## config.mk

```make
export PLATFORM = sky130hd
export DESIGN_NAME = fetch_queue
export DESIGN_NICKNAME = d
export VERILOG_FILES = /design/src/rtl/fetch_pkg.sv /design/src/rtl/fetch_queue.sv
export SDC_FILE = /design/constraint.sdc
export NUM_CORES = 1
export LEC_CHECK = 0
export BUFFER_PORTS_ARGS = -buffer_cell sky130_fd_sc_hd__clkbuf_2
export CORE_ASPECT_RATIO = 0.6
export CORE_MARGIN = 2
export CORE_UTILIZATION = 60
export DETAILED_ROUTE_END_ITERATION = 10
export GPL_TIMING_DRIVEN = 1
export PLACE_DENSITY_LB_ADDON = 0.05
export SETUP_SLACK_MARGIN = 0.3
export SLEW_MARGIN = 20
export SYNTH_ARGS = -nofsm -noshare
export SYNTH_HDL_FRONTEND = slang
export SYNTH_SLANG_ARGS = --single-unit
```

## constraint.sdc

```tcl
create_clock -name clk -period 5.8 [get_ports clk]
set_clock_uncertainty 0.05 [all_clocks]
set_input_delay 0.87 -clock clk [delete_from_list [all_inputs] [get_ports clk]]
set_output_delay 0.87 -clock clk [all_outputs]
set_load 0.03 [all_outputs]
```

## src/rtl/fetch_pkg.sv

```systemverilog
// Shared types and constants for the instruction-fetch queue.
package fetch_pkg;

    localparam int unsigned XLEN = 32;
    localparam logic [XLEN-1:0] NOP_INSTR = 32'h0000_0013;

    typedef struct packed {
        logic [XLEN-1:0] pc;
        logic [XLEN-1:0] pred_pc;
        logic            pred_taken;
        logic [XLEN-1:0] instr;
        logic            filled;
    } fq_entry_t;

endpackage

```

## src/rtl/fetch_queue.sv

```systemverilog
// Decoupled fetch front end: in-order imem requests, DEPTH-entry buffer, redirect flush.
// Define FETCH_QUEUE_BYPASS_EN to forward a response straight to decode when the head is waiting.
module fetch_queue
    import fetch_pkg::*;
#(
    parameter int unsigned     DEPTH    = 4,
    parameter logic [XLEN-1:0] RESET_PC = 32'h0
) (
    input  logic            clk,
    input  logic            rst,
    input  logic            redirect_valid,
    input  logic [XLEN-1:0] redirect_pc,
    output logic [XLEN-1:0] bp_pc,
    input  logic [XLEN-1:0] bp_pred_pc,
    input  logic            bp_pred_taken,
    output logic            imem_req_valid,
    input  logic            imem_req_ready,
    output logic [XLEN-1:0] imem_req_addr,
    input  logic            imem_rsp_valid,
    input  logic [XLEN-1:0] imem_rsp_data,
    output logic            instr_valid,
    input  logic            instr_ready,
    output logic [XLEN-1:0] instr_data,
    output logic [XLEN-1:0] instr_pc,
    output logic [XLEN-1:0] instr_pred_pc,
    output logic            instr_pred_taken
);

    localparam int unsigned PW = $clog2(DEPTH);
    localparam int unsigned CW = PW + 1;
    localparam logic [CW-1:0] DepthC = CW'(DEPTH);

    fq_entry_t       entries_q [DEPTH];
    fq_entry_t       entries_d [DEPTH];
    logic [PW-1:0]   head_q, head_d, alloc_q, alloc_d, fill_q, fill_d;
    logic [CW-1:0]   count_q, count_d, pending_q, pending_d, drop_cnt_q, drop_cnt_d;
    logic [XLEN-1:0] fetch_pc_q, fetch_pc_d;

    logic req_fire, rsp_fill, rsp_drop, head_filled, bypass_hit, deq_fire;

    always_comb begin
        // Request is held off during reset so nothing is issued before the imem is live.
        imem_req_valid = rst & ~redirect_valid & (count_q < DepthC);
        imem_req_addr  = fetch_pc_q;
        bp_pc          = fetch_pc_q;
        req_fire       = imem_req_valid & imem_req_ready;
        rsp_fill       = imem_rsp_valid & (drop_cnt_q == '0);
        rsp_drop       = imem_rsp_valid & (drop_cnt_q != '0);
        head_filled    = entries_q[head_q].filled;
`ifdef FETCH_QUEUE_BYPASS_EN
        // Head unfilled with count>0 means the fill pointer is at the head.
        bypass_hit     = ~head_filled & (count_q != '0) & rsp_fill & rst;
        instr_data     = bypass_hit ? imem_rsp_data : entries_q[head_q].instr;
`else
        bypass_hit     = 1'b0;
        instr_data     = entries_q[head_q].instr;
`endif
        instr_valid      = (head_filled | bypass_hit) & ~redirect_valid;
        instr_pc         = entries_q[head_q].pc;
        instr_pred_pc    = entries_q[head_q].pred_pc;
        instr_pred_taken = entries_q[head_q].pred_taken;
        deq_fire         = instr_valid & instr_ready;
    end

    always_comb begin
        entries_d  = entries_q;
        head_d     = head_q;
        alloc_d    = alloc_q;
        fill_d     = fill_q;
        count_d    = count_q;
        pending_d  = pending_q;
        drop_cnt_d = drop_cnt_q;
        fetch_pc_d = fetch_pc_q;
        if (redirect_valid) begin
            for (int unsigned i = 0; i < DEPTH; i++) begin
                entries_d[i].filled = 1'b0;
            end
            head_d     = '0;
            alloc_d    = '0;
            fill_d     = '0;
            count_d    = '0;
            pending_d  = '0;
            fetch_pc_d = redirect_pc;
            drop_cnt_d = drop_cnt_q + pending_q - CW'(imem_rsp_valid);
        end else begin
            if (req_fire) begin
                entries_d[alloc_q].pc         = fetch_pc_q;
                entries_d[alloc_q].pred_pc    = bp_pred_pc;
                entries_d[alloc_q].pred_taken = bp_pred_taken;
                entries_d[alloc_q].instr      = NOP_INSTR;
                entries_d[alloc_q].filled     = 1'b0;
                alloc_d    = alloc_q + PW'(1);
                fetch_pc_d = bp_pred_pc;
            end
            if (rsp_drop) begin
                drop_cnt_d = drop_cnt_q - CW'(1);
            end
            if (rsp_fill) begin
                entries_d[fill_q].instr  = imem_rsp_data;
                entries_d[fill_q].filled = 1'b1;
                fill_d = fill_q + PW'(1);
            end
            // Clearing after the fill lets a bypassed entry leave without staying filled.
            if (deq_fire) begin
                entries_d[head_q].filled = 1'b0;
                head_d = head_q + PW'(1);
            end
            count_d   = count_q + CW'(req_fire) - CW'(deq_fire);
            pending_d = pending_q + CW'(req_fire) - CW'(rsp_fill);
        end
    end

    always_ff @(posedge clk or negedge rst) begin
        if (!rst) begin
            for (int unsigned i = 0; i < DEPTH; i++) begin
                entries_q[i] <= '0;
            end
            head_q     <= '0;
            alloc_q    <= '0;
            fill_q     <= '0;
            count_q    <= '0;
            pending_q  <= '0;
            drop_cnt_q <= '0;
            fetch_pc_q <= RESET_PC;
        end else begin
            entries_q  <= entries_d;
            head_q     <= head_d;
            alloc_q    <= alloc_d;
            fill_q     <= fill_d;
            count_q    <= count_d;
            pending_q  <= pending_d;
            drop_cnt_q <= drop_cnt_d;
            fetch_pc_q <= fetch_pc_d;
        end
    end

endmodule

```

==> summary.txt <==
Yosys
  – Register area share after synthesis: roughly half
  – Synth Cell Area: 0.0212 mm^2
  – Yosys warns: 0
  – Largest area contributor in the netlist: dfrtp_1
  – Share of the synthesized area in the top cell type: ~52%
  – Syn_nets: 1687
  – Ys flop type: dfrtp_1
  – Post-synth EDFFs: 0
  – Asr flop ratio synth: 100%
  – Commonest cells post-synth: dfrtp_1 (439), mux2_2 (217), mux4_2 (97), inv_1 (83), nand2_1 (65)
  – Synth Instances: around 1600
  – Distinct cells, synth: 58
  – Top area cells in the synthesized netlist: dfrtp_1 (52%), mux2_2 (12%), mux4_2 (10%)
  – Synthesized area per cell: roughly 14 um^2
  – Most common cell in the synthesized netlist: dfrtp_1
  – Synth Register Bits: 439

Routing
  – DRC violations left: 0
  – Detailed-route via count: between 10000 and 15000
  – DR WL/cell: 24.5 um
  – First-pass detailed-route iteration total: 5
  – Drt first-iter violations: 1263
  – Number of vias per cell: between 6 and 7
  – Post-DRT Antenna Nets: 0
  – DRT Wirelength: 54700 um

GRT
  – M3 GR Usage: under 10%
  – Largest net degree at the start of global routing: 177
  – Met2 usage in global routing: between 40% and 50%
  – GRT Residual Overflow: 0
  – Met1 capacity usage during global routing: between 40 and 50%
  – Initial antenna violation count: 0
  – GR peak layer: met1
  – First-pass GRT wire length: between 80000 and 90000 um
  – Total track usage: 30.0%
  – Vias in the first global route: around 14000

STA
  – Max Slew Vio Count: 0
  – Minimum clock period after layout: 4.17 ns
  – RSZ-0062 raised after global routing: false
  – Final Hold Vio Count: 0
  – FMAX: 240 MHz
  – Setup TNS: 0 ns
  – Worst Tran Pin Value: 1.09 ns
  – Slew margin rel.: 27.4%
  – Period utilization: a little under three quarters
  – Final setup viols: 0

Final layout
  – Final core utilization: 68.2%
  – P&R area growth vs syn: 12.4%
  – Share of cells above drive strength 1: 41.3%
  – Diodes inserted: 0
  – Post-Layout Cell Count: ~2200
  – Fin nets: 1856

Worst setup path
  – Nature of the critical path endpoint: output port
  – CP peak stage delay: 1.06 ns
  – Worst Path Arrival: 3.25 ns
  – Reg-to-Reg End: count_q[2]
  – Critical-path cell list: buf_4 -> mux4_2 -> clkbuf_2
  – RR Startpoint: head_q[1]
  – CP required: 4.88 ns
  – Startpoint Class: flip-flop
  – Setup slack, reg-to-reg: 2.25 ns
  – Worst-path maximum fanout: 60
  – Critical path type: flip-flop to output port
  – R2R depth: 10
  – Cell at the slowest stage of the critical path: dfrtp_4

Pwr
  – Maximum vdd drop: 0.000265 V
  – Static Leak: 10.8 nW
  – Pwr per Cell Area: 395 mW/mm^2

Run
  – Max Cap Viol: 0

Hold path
  – Hold Crit Class: input port to async pin

Placement
  – Gpl congestion: roughly 0.84
  – Port bufs: 265
  – Final HPWL DP: 34300 um
  – Placed insts: between 2000 and 2500

Floorplanning
  – Die W: 246 um
  – Chip Height: around 150 um
  – Die area: 0.0368 mm^2
  – Top-Level Pins: 266
  – Initial Util: 60.7%
  – Row cnt: 53
  – Total core area: 0.0349 mm^2

Clock tree
  – Post-cts sizing count: 0
  – Clk_lat worst skew: 0.55 ns
  – # hold bufs at CTS: 0
  – CTS root buffer: clkbuf_16
  – Clock tree buffer depth: 3
  – # clock sinks: about 440
  – TritonCTS buffer count: 42
  – TritonCTS clock tree: yes
  – Setup Fix Bufs, Post-CTS: 0
  – H-tree depth: 2
  – Clock slew at reported path FFs: approximately 0.06 ns

Outcome
  – Outcome: finished, final reports clean
## placed cells by master (no fill, tap or decap), types with 3 or more instances in the layout
cell / Yosys / routed
buf_12: 0 / 3
mux4_2: 97 / 97
nor2_1: 14 / 13
mux2i_1: 3 / 3
nor2b_1: 35 / 33
nand4b_1: 4 / 4
mux2_2: 217 / 217
nand2b_1: 7 / 7
xnor2_1: 4 / 4
a221oi_1: 4 / 4
inv_1: 83 / 83
fa_1: 3 / 3
clkinv_2: 0 / 11
clkbuf_16: 0 / 42
ha_1: 20 / 20
dfrtp_1: 439 / 437
nand2_2: 1 / 4
nor3_1: 8 / 8
clkbuf_2: 0 / 263
a211oi_1: 6 / 6
mux2_4: 39 / 39
buf_4: 34 / 17
a32oi_1: 60 / 60
nand2_1: 65 / 62
o21ai_0: 53 / 53
mux2_1: 5 / 5
o21a_1: 6 / 6
o31a_1: 5 / 5
clkbuf_1: 50 / 9
a22o_1: 31 / 31
a21o_1: 31 / 30
o21ai_1: 11 / 11
xor2_1: 3 / 3
a22oi_1: 58 / 58
o211ai_1: 57 / 57
clkbuf_8: 0 / 10
## cells by family (layout without fill, tap and decap cells)
family	Yosys count	in the layout	share of synthesized area, %
buffers and inverters	244	446	5.63
adders and majority gates	23	23	1.47
DFF	439	439	51.9
muxes	361	361	25.1
xor gates and xnor gates	8	8	0.396
and+or+nand+nor	150	150	3.74
AOI/OAI and AO/OA	336	336	11.8
## layout make-up
cell class                 count  area [um^2]
fill                        2508        11100
sequential                   439        11000
multi-input combinational    878         9010
timing repair buffer         285         1530
clock buffer                  61         1220
tap                          467          584
inverter                      84          315
clock inverter                16          126
## worst max-delay path, delay by kind of cell, from the launching register on
kind,cells,cell delay (ns)
buffers and inverters,2,0.94
DFF,1,1.06
muxes,1,0.66
## metal layers
layer	up-vias	part of all wire [%]
met5	-	0
met4	0	2.1
met3	72	7.3
met2	540	44
met1	7447	46
li1	6133	-
## how the worst max path moves through the flow
stage / slack [ns] / depth (start not counted) / to / start
detailed placement: 1.54 / 11 / count_q[2] / rst
floorplan: 2.74 / 4 / imem_req_valid / redirect_valid
CTS: 1.62 / 3 / instr_data[31] / head_q[1]
finish: 1.63 / 3 / instr_data[31] / head_q[1]
global placement: 1.59 / 11 / count_q[2] / rst
global route: 1.55 / 3 / instr_data[31] / head_q[1]
## power by group
group          switching (W)  internal (W)
combinational        0.00147       0.00115
clock                0.00120       0.00152
sequential          0.000402       0.00365
## through the flow
step | hold WS (ns) | cell area, um^2 | total power (W) | setup WS (ns)
finish | 0.267 | 23800 | 0.00939 | 1.63
global route | 0.296 | 23800 | 0.00982 | 1.55
CTS | 0.269 | 23800 | 0.00943 | 1.62
detailed placement | 0.426 | 22400 | 0.00671 | 1.54
global placement | 0.414 | 22400 | 0.00662 | 1.59
floorplan | 0.403 | 21200 | 0.00593 | 2.74
No activity file was read; power rests on OpenSTA's default activity.
